[src/rtl/hazard_pkg.sv]
// Shared definitions for the pipeline hazard control unit:
// writeback select of loads, forward-select encodings and FSM states.
package hazard_pkg;

    localparam logic [1:0] WB_LD  = 2'b01;

    localparam logic [1:0] FWD_RF = 2'b00;
    localparam logic [1:0] FWD_M  = 2'b10;
    localparam logic [1:0] FWD_W  = 2'b01;

    typedef enum logic {
        RUN,
        MEM_WAIT
    } state_t;

endpackage

[src/rtl/hazard_ctrl_fwd_unit.sv]
// fwd_unit: combinational E-stage operand forward select for one source
// operand. The M stage takes priority over W; x0 never forwards.
import hazard_pkg::*;

module fwd_unit (
    input  logic [4:0] rs_addr,
    input  logic [4:0] rd_addrM,
    input  logic       rd_wrenM,
    input  logic [4:0] rd_addrW,
    input  logic       rd_wrenW,
    output logic [1:0] fwd
);

    // Pick the youngest in-flight producer of rs_addr.
    always_comb begin
        fwd = FWD_RF;
        if (rd_wrenM && (rd_addrM != '0) && (rd_addrM == rs_addr))
            fwd = FWD_M;
        else if (rd_wrenW && (rd_addrW != '0) && (rd_addrW == rs_addr))
            fwd = FWD_W;
    end

endmodule

[src/rtl/hazard_ctrl.sv]
// hazard_ctrl: stall/flush control for the F/D, D/E, E/M and M/W pipeline
// registers plus E-stage forwarding selects. A two-state FSM with a timeout
// counter sequences multi-cycle data-memory accesses.
// Optional macro HAZARD_PERF_CNT_EN adds saturating performance counters.
import hazard_pkg::*;

module hazard_ctrl #(
    parameter int MEM_TIMEOUT = 64,
    parameter int CNT_W       = 16
) (
    input  logic             i_clk,
    input  logic             i_rst_n,
    input  logic [4:0]       rs1_addrD,
    input  logic [4:0]       rs2_addrD,
    input  logic [4:0]       rs1_addrE,
    input  logic [4:0]       rs2_addrE,
    input  logic [4:0]       rd_addrE,
    input  logic             rd_wrenE,
    input  logic [1:0]       wb_selE,
    input  logic             pc_selE,
    input  logic [4:0]       rd_addrM,
    input  logic             rd_wrenM,
    input  logic             lsu_reqM,
    input  logic             lsu_ackM,
    input  logic [4:0]       rd_addrW,
    input  logic             rd_wrenW,
    output logic             StallF,
    output logic             StallD,
    output logic             StallE,
    output logic             StallM,
    output logic             StallW,
    output logic             FlushD,
    output logic             FlushE,
    output logic             FlushM,
    output logic             FlushW,
    output logic [1:0]       forwardAE,
    output logic [1:0]       forwardBE,
    output logic             mem_err
`ifdef HAZARD_PERF_CNT_EN
    ,
    output logic [CNT_W-1:0] perf_lu_stalls,
    output logic [CNT_W-1:0] perf_mem_stalls,
    output logic [CNT_W-1:0] perf_flushes
`endif
);

    localparam logic [CNT_W-1:0] TIMEOUT_LAST = CNT_W'(MEM_TIMEOUT - 1);

    state_t           state;
    logic [CNT_W-1:0] count;
    logic             timeout;
    logic             mem_stall;
    logic             load_use;
    logic             branch;
    logic [1:0]       fwd_a;
    logic [1:0]       fwd_b;

    fwd_unit u_fwd_a (
        .rs_addr  (rs1_addrE),
        .rd_addrM (rd_addrM),
        .rd_wrenM (rd_wrenM),
        .rd_addrW (rd_addrW),
        .rd_wrenW (rd_wrenW),
        .fwd      (fwd_a)
    );

    fwd_unit u_fwd_b (
        .rs_addr  (rs2_addrE),
        .rd_addrM (rd_addrM),
        .rd_wrenM (rd_wrenM),
        .rd_addrW (rd_addrW),
        .rd_wrenW (rd_wrenW),
        .fwd      (fwd_b)
    );

    // Hazard conditions; the timeout cycle releases the pipeline like an ack.
    always_comb begin
        timeout   = (state == MEM_WAIT) && !lsu_ackM && (count == TIMEOUT_LAST);
        mem_stall = ((state == MEM_WAIT) && !lsu_ackM && !timeout) ||
                    ((state == RUN) && lsu_reqM && !lsu_ackM);
        load_use  = rd_wrenE && (wb_selE == WB_LD) && (rd_addrE != '0) &&
                    ((rd_addrE == rs1_addrD) || (rd_addrE == rs2_addrD));
        branch    = pc_selE;
    end

    // Prioritised stall/flush outputs, all forced low while reset is held.
    always_comb begin
        StallF    = 1'b0;
        StallD    = 1'b0;
        StallE    = 1'b0;
        StallM    = 1'b0;
        StallW    = 1'b0;
        FlushD    = 1'b0;
        FlushE    = 1'b0;
        FlushM    = 1'b0;
        FlushW    = 1'b0;
        forwardAE = FWD_RF;
        forwardBE = FWD_RF;
        mem_err   = 1'b0;
        if (i_rst_n) begin
            forwardAE = fwd_a;
            forwardBE = fwd_b;
            mem_err   = timeout;
            if (mem_stall) begin
                StallF = 1'b1;
                StallD = 1'b1;
                StallE = 1'b1;
                StallM = 1'b1;
                FlushW = 1'b1;
            end else if (branch) begin
                FlushD = 1'b1;
                FlushE = 1'b1;
            end else if (load_use) begin
                StallF = 1'b1;
                StallD = 1'b1;
                FlushE = 1'b1;
            end
        end
    end

    // Memory-wait FSM and timeout counter; lsu_reqM is ignored in MEM_WAIT.
    always_ff @(posedge i_clk or negedge i_rst_n) begin
        if (!i_rst_n) begin
            state <= RUN;
            count <= '0;
        end else begin
            case (state)
                RUN: begin
                    if (lsu_reqM && !lsu_ackM) begin
                        state <= MEM_WAIT;
                        count <= '0;
                    end
                end
                MEM_WAIT: begin
                    if (lsu_ackM || (count == TIMEOUT_LAST))
                        state <= RUN;
                    else
                        count <= count + CNT_W'(1);
                end
                default: begin
                    state <= RUN;
                    count <= '0;
                end
            endcase
        end
    end

`ifdef HAZARD_PERF_CNT_EN
    logic lu_active;
    logic flush_active;

    // Only the winning priority level counts as an event.
    always_comb begin
        lu_active    = !mem_stall && !branch && load_use;
        flush_active = !mem_stall && branch;
    end

    // Saturating performance counters.
    always_ff @(posedge i_clk or negedge i_rst_n) begin
        if (!i_rst_n) begin
            perf_lu_stalls  <= '0;
            perf_mem_stalls <= '0;
            perf_flushes    <= '0;
        end else begin
            if (lu_active && (perf_lu_stalls != '1))
                perf_lu_stalls <= perf_lu_stalls + CNT_W'(1);
            if (mem_stall && (perf_mem_stalls != '1))
                perf_mem_stalls <= perf_mem_stalls + CNT_W'(1);
            if (flush_active && (perf_flushes != '1))
                perf_flushes <= perf_flushes + CNT_W'(1);
        end
    end
`endif

endmodule
[config.mk]
export PLATFORM = sky130hd
export DESIGN_NAME = hazard_ctrl
export DESIGN_NICKNAME = d
export VERILOG_FILES = /design/src/rtl/hazard_pkg.sv /design/src/rtl/hazard_ctrl_fwd_unit.sv /design/src/rtl/hazard_ctrl.sv
export SDC_FILE = /design/constraint.sdc
export NUM_CORES = 1
export LEC_CHECK = 0
export ABC_AREA = 1
export BUFFER_PORTS_ARGS = -buffer_cell sky130_fd_sc_hd__clkbuf_2
export CAP_MARGIN = 20
export CORE_ASPECT_RATIO = 0.7
export CORE_MARGIN = 2
export CORE_UTILIZATION = 55
export CTS_BUF_LIST = sky130_fd_sc_hd__clkbuf_8 sky130_fd_sc_hd__clkbuf_16
export CTS_CLUSTER_DIAMETER = 120
export DETAILED_ROUTE_END_ITERATION = 12
export PLACE_DENSITY = 0.92
export SYNTH_ARGS = -nofsm -noshare
export SYNTH_HDL_FRONTEND = slang
export SYNTH_HIERARCHICAL = 1
export SYNTH_SLANG_ARGS = --single-unit
[constraint.sdc]
create_clock -name i_clk -period 3.8 [get_ports i_clk]
set_input_delay 0.76 -clock i_clk [delete_from_list [all_inputs] [get_ports i_clk]]
set_output_delay 0.76 -clock i_clk [all_outputs]
set_load 0.02 [all_outputs]
# Yosys cells after proc, flatten, opt, wreduce, memory -nomap -nowiden
# Index checks and enable logic that the tools add are counted.
word_totals:
  regBits: 17
  in_bits: 45
op_classes:
  addsub: 1
  eq_ne: 10
  muxes: 25
  bitwise_logic: 1
  n_reduce_logical: 24
op_table:
  columns: ["operator", "n"]
  rows:
  - ["$mux W16", 2]
  - ["$pmux W16 S2", 1]
  - ["$eq A5 B5 Y1", 6]
  - ["$mux W1", 17]
  - ["$add A16 B1 Y16 const B", 1]
  - ["$eq A16 B6 Y1 const B", 1]
  - ["$logic_and A1 B1 Y1", 15]
  - ["$reduce_bool A5 Y1", 3]
  - ["$mux W2", 4]
  - ["$logic_or A1 B1 Y1", 3]
  - ["$eq A2 B1 Y1 const B", 1]
  - ["$logic_not A1 Y1", 2]
  - ["$ne A2 B1 Y1 const B", 1]
  - ["$ne A2 B2 Y1 const B", 1]
  - ["$pmux W1 S2", 1]
  - ["$reduce_and A2 Y1", 1]
  - ["$not A1 Y1", 1]

# Depth between registers and ports, before layout
depth:
  depth_word: 8
  ltp_mapped: 11
  depth_no_buf: 10

# Modules after synthesis
# Netlist, hierarchy kept.
by_module_without_submodules:
  columns: ["mod", "n_inst", "cells_each", "area_per_inst_um2", "seq_area_each_um2"]
  rows:
  - ["hazard_ctrl", 1, 245, 1496.4, 425.4]
  - ["fwd_unit", 2, 51, 215.2, 0.0]

# Least setup slack after synthesis
# OpenSTA, ideal clock, no wires.
synth_timing:
  kind: "input -> output"
  from: "input rd_addrE[4]"
  to: "output StallF"
  arrival_ps: 1949
  slack_ps: 1091
  path_stages: 9
  path_buffers: 1
  cell_sequence: "inv_1 nand2_1 nand2_1 nor2_1 nand3_1 nand2_1 nand2_1 o21ai_0 buf_4"
synth_between:
  elab_chain_len: 7
synth_rtl:
  columns: ["element", "line_no", "source"]
  rows:
  - ["from (decl)", "hazard_ctrl.sv:17", "input logic [4:0] rd_addrE,"]
  - ["$eq A5 B5 Y1 / $reduce_bool A5 Y1 (equally long branches)", "hazard_ctrl.sv:82, hazard_ctrl.sv:81", null]
  - ["$logic_or A1 B1 Y1 / $logic_and A1 B1 Y1 (equally long branches)", "hazard_ctrl.sv:82, hazard_ctrl.sv:81", null]
  - ["$logic_and A1 B1 Y1 (*)", "hazard_ctrl.sv:81", "load_use = rd_wrenE && (wb_selE == WB_LD) && (rd_addrE != '0) &&"]
  - ["$mux W1 (*) (4 in series)", null, null]
  - ["to (decl)", "hazard_ctrl.sv:27", "output logic StallF,"]
# Every way passes the cells marked *; elsewhere a longest branch is shown, timed or not.

# Worst setup path after layout
layout_timing:
  from: "register count[0]"
  to: "output StallF"
layout_between:
  elab_chain_len: 7
layout_rtl:
  columns: ["element", "line_no", "source"]
  rows:
  - ["from (decl)", "hazard_ctrl.sv:50", "logic [CNT_W-1:0] count;"]
  - ["from (signal assigned)", "hazard_ctrl.sv:138", "count <= count + CNT_W'(1);"]
  - ["$eq A16 B6 Y1", "hazard_ctrl.sv:78", "timeout = (state == MEM_WAIT) && !lsu_ackM && (count == TIMEOUT_LAST);"]
  - ["$logic_and A1 B1 Y1", "hazard_ctrl.sv:78", null]
  - ["$logic_not A1 Y1", "hazard_ctrl.sv:79", "mem_stall = ((state == MEM_WAIT) && !lsu_ackM && !timeout) ||"]
  - ["$logic_and A1 B1 Y1", "hazard_ctrl.sv:79", null]
  - ["$logic_or A1 B1 Y1", "hazard_ctrl.sv:79", null]
  - ["$mux W1", "hazard_ctrl.sv:104", "if (mem_stall) begin"]
  - ["$mux W1", "hazard_ctrl.sv:100", "if (i_rst_n) begin"]
# No other way between the ends.

==> run metrics <==
depth of the most critical reg-to-reg path=8; Pwr per Cell Area=around 210 nW/um^2; Worst Tran Pin Value=between 0.6 and 0.7 ns; most instantiated cells after synthesis=sky130_fd_sc_hd__nand2_1, sky130_fd_sc_hd__nor2_1, sky130_fd_sc_hd__inv_1; total vias in the final route=~2300; setup fix buffers added after clock tree synthesis=0; synthesized cell area=1927 um^2; CP Data Required Time=roughly 3 ns; Filler cells=about 300; # H-tree levels=1; total iterations of the first detailed-routing run=5; hold_buf cts=0; number of global-route vias before repair=1952; layout cells sized above 1=0.1985; startpoint types=flip-flop; average cell area after synthesis=around 5.6 um^2; Post-Route Setup TNS=0 ns; height of the die=approximately 54 um; run status=finished, final reports clean; width of the chip=roughly 75 um; post-route clock period utilization=0.7893; clock insertion delay at the later pin of the skew report=roughly 0.26 ns; detailed router's first-iteration violation count=around 140; data arrival time of the worst path=about 2.2 ns; switching power share of the total=0.3514; total overflow reported by the global router=0; floorplan core area=around 3300 um^2; routability congestion estimate from global placement=0.9332; Area growth, synth to finish=15.97%; count of final max-slew check failures=0; global-route wire length before repair=between 8 and 9 mm; Fin Clk Skew=0.003293 ns; unrepaired setup endpoints after global routing=false; Crit Reg-Reg Startpoint=count[0]$_DFFE_PN0P_; clock group share of total power=0.291; root buffer cell=sky130_fd_sc_hd__clkbuf_8; Async S/R FF share, synth=1.000; internal power contribution=between 0.3 and 0.4 mW; Sinks on Clock Net=17; critical path endpoint=StallF; VDD IR max=about 0.10 mV; global-route usage over all layers=0.2612; internal reg-to-reg setup slack=~1.7 ns; total of warnings raised by yosys=6; number of instances resized during post-cts repair=0; number of synthesized register bits=17; type of element capturing the critical path=output port; Vias/cell=around 5.1; cell with the most instances after synthesis=sky130_fd_sc_hd__nand2_1; cell accounting for the most synthesized area=sky130_fd_sc_hd__nand2_1; path category of the worst min-delay check=input port to asynchronous set/reset pin; average wire per cell in the routed design=about 11 um; cts bufs inserted=3; EDFF count, synth=0; Layout Nets=445; biggest fanout along the worst timing path=12; switching pwr=0.1670 mW; max-cap check violation count=0; sequential group share of total power=0.414; worst hold slack after final layout=between 0.3 and 0.4 ns; number of antenna violations at the first check in global routing=0; Max clock buf depth=2; Final Hold Fails=0; cell row count=17; leakage power=~1.3 nW; area of the die=4000 um^2; post-synthesis cell count=about 350; detailed-placement wirelength estimate=a little over 4 mm; CTS clock-pin slew for the worst setup and hold paths=0.07 ns; number of buffer cells added on primary ports=56; final wirelength=4.998 mm; number of failing setup endpoints in the final timing report=0; maximum number of pins on one net before global-route repair=23; leading cell types by total area after synthesis=sky130_fd_sc_hd__nand2_1, sky130_fd_sc_hd__dfrtp_1, sky130_fd_sc_hd__nor2_1, sky130_fd_sc_hd__inv_1, sky130_fd_sc_hd__nand3_1; fmax=about 330 MHz; Tmin final=about 3.0 ns; number of distinct library cells after synthesis=27; drc violations=0; Crit. Startpoint=count[0]$_DFFE_PN0P_; share of synthesized area occupied by flip-flops and latches=0.2208; number of diodes added for antenna fixing=0; I/O pins=59; area fraction of the dominant cell type after synthesis=0.2494; Starting Density=0.5921; combinational power share=0.295; CTS tree=done; Max-Slew Margin vs Limit=0.5858; capture instance of the worst register-to-register path=count[15]$_DFFE_PN0P_; Crit Path Category=flip-flop to output port; number of antenna-violating nets in the routed design=0; most used flip-flop cell after synthesis=sky130_fd_sc_hd__dfrtp_1
-- critical path, cell delays in order, from the launching register on --
cell	delay (ns)
sky130_fd_sc_hd__dfrtp_1	0.43
sky130_fd_sc_hd__ha_1	0.28
sky130_fd_sc_hd__nand2_2	0.11
sky130_fd_sc_hd__inv_2	0.06
sky130_fd_sc_hd__nand2_4	0.07
sky130_fd_sc_hd__nor2_1	0.05
sky130_fd_sc_hd__nand2_1	0.12
sky130_fd_sc_hd__nand2_1	0.08
sky130_fd_sc_hd__nand2_1	0.30
sky130_fd_sc_hd__nand2_1	0.13
sky130_fd_sc_hd__o21ai_0	0.13
sky130_fd_sc_hd__clkbuf_2	0.21
-- cells by family (layout without fill, tap and decap cells) --
| logic type | Yosys count | count (layout) | synth area share |
|---|---|---|---|
| AO/OA/AOI/OAI | 25 | 25 | 0.08961 |
| buffers and inverters | 66 | 116 | 0.1526 |
| AND/OR/NAND/NOR | 229 | 229 | 0.4922 |
| XOR/XNOR | 8 | 8 | 0.03637 |
| adder cells (fa/ha/maj) | 1 | 1 | 0.006492 |
| other | 1 | 2 | 0.001946 |
| flip-flops | 17 | 17 | 0.2208 |
-- final cells by class --
class | count | area (um^2) | area share
multi-input combinational | 265 | 1211 | 0.5420
tap | 47 | 58.81 | 0.02632
inverter | 55 | 206.4 | 0.09239
sequential | 17 | 425.4 | 0.1904
timing repair buffer | 57 | 287.8 | 0.1288
clock inverter | 1 | 3.754 | 0.001680
clock buffer | 3 | 41.29 | 0.01848
-- layer usage --
metal | global-route usage | wire length, um
met2 | 0.4351 | 2195
met3 | 0.05714 | 387
met5 | 0 | 0
met1 | 0.3395 | 2339
met4 | 0.08333 | 75
-- power by group through the flow --
stage / clock, mW / sequential [mW] / combinational (mW)
final: 0.138 / 0.197 / 0.140
after global routing: 0.148 / 0.197 / 0.157
after CTS: 0.142 / 0.196 / 0.139
after detailed placement: 0 / 0.200 / 0.139
after global placement: 0 / 0.199 / 0.133
after floorplan: 0 / 0.195 / 0.0962
-- registers in the layout, indices dropped and copies added (netlist names) --
signal,count
count,16
state,1
-- stage by stage --
step                      area (um^2)  instances  power [mW]    util  worst slack [ns]
final                            2235        445      0.4752  0.6867            0.8005
after global routing             2235        445      0.5022  0.6867            0.6175
after CTS                        2235        445      0.4769  0.6867            0.8027
after detailed placement         2190        441      0.3385  0.6728             1.101
after global placement           2190        441      0.3322  0.6728             1.195
after floorplan                  1931        348      0.2910       -             1.091
-- how the worst min path moves through the flow --
stage                         start                    end  slack, ns  depth (start not counted)
2_1_floorplan               i_rst_n   count[0]$_DFFE_PN0P_       0.46                          0
3_3_place_gp   count[1]$_DFFE_PN0P_   count[1]$_DFFE_PN0P_       0.52                          2
3_5_place_dp   count[1]$_DFFE_PN0P_   count[1]$_DFFE_PN0P_       0.53                          2
4_1_cts                     i_rst_n   count[7]$_DFFE_PN0P_       0.39                          1
5_1_grt                     i_rst_n  count[12]$_DFFE_PN0P_       0.40                          1
6_report                    i_rst_n   count[7]$_DFFE_PN0P_       0.39                          1
-- layout by cell type, fill, tap and decap left out, drive strengths merged --
master  count
clkbuf     59
xor2        6
conb        2
nor3        4
nand2     130
xnor2       2
nor4        2
nand3      28
o21ai      15
buf         1
dfrtp      17
nand3b      1
o21bai      4
a21boi      3
a21oi       3
nor2       57
inv        56
ha          1
nand4       7
(Power assumes the default switching activity.)
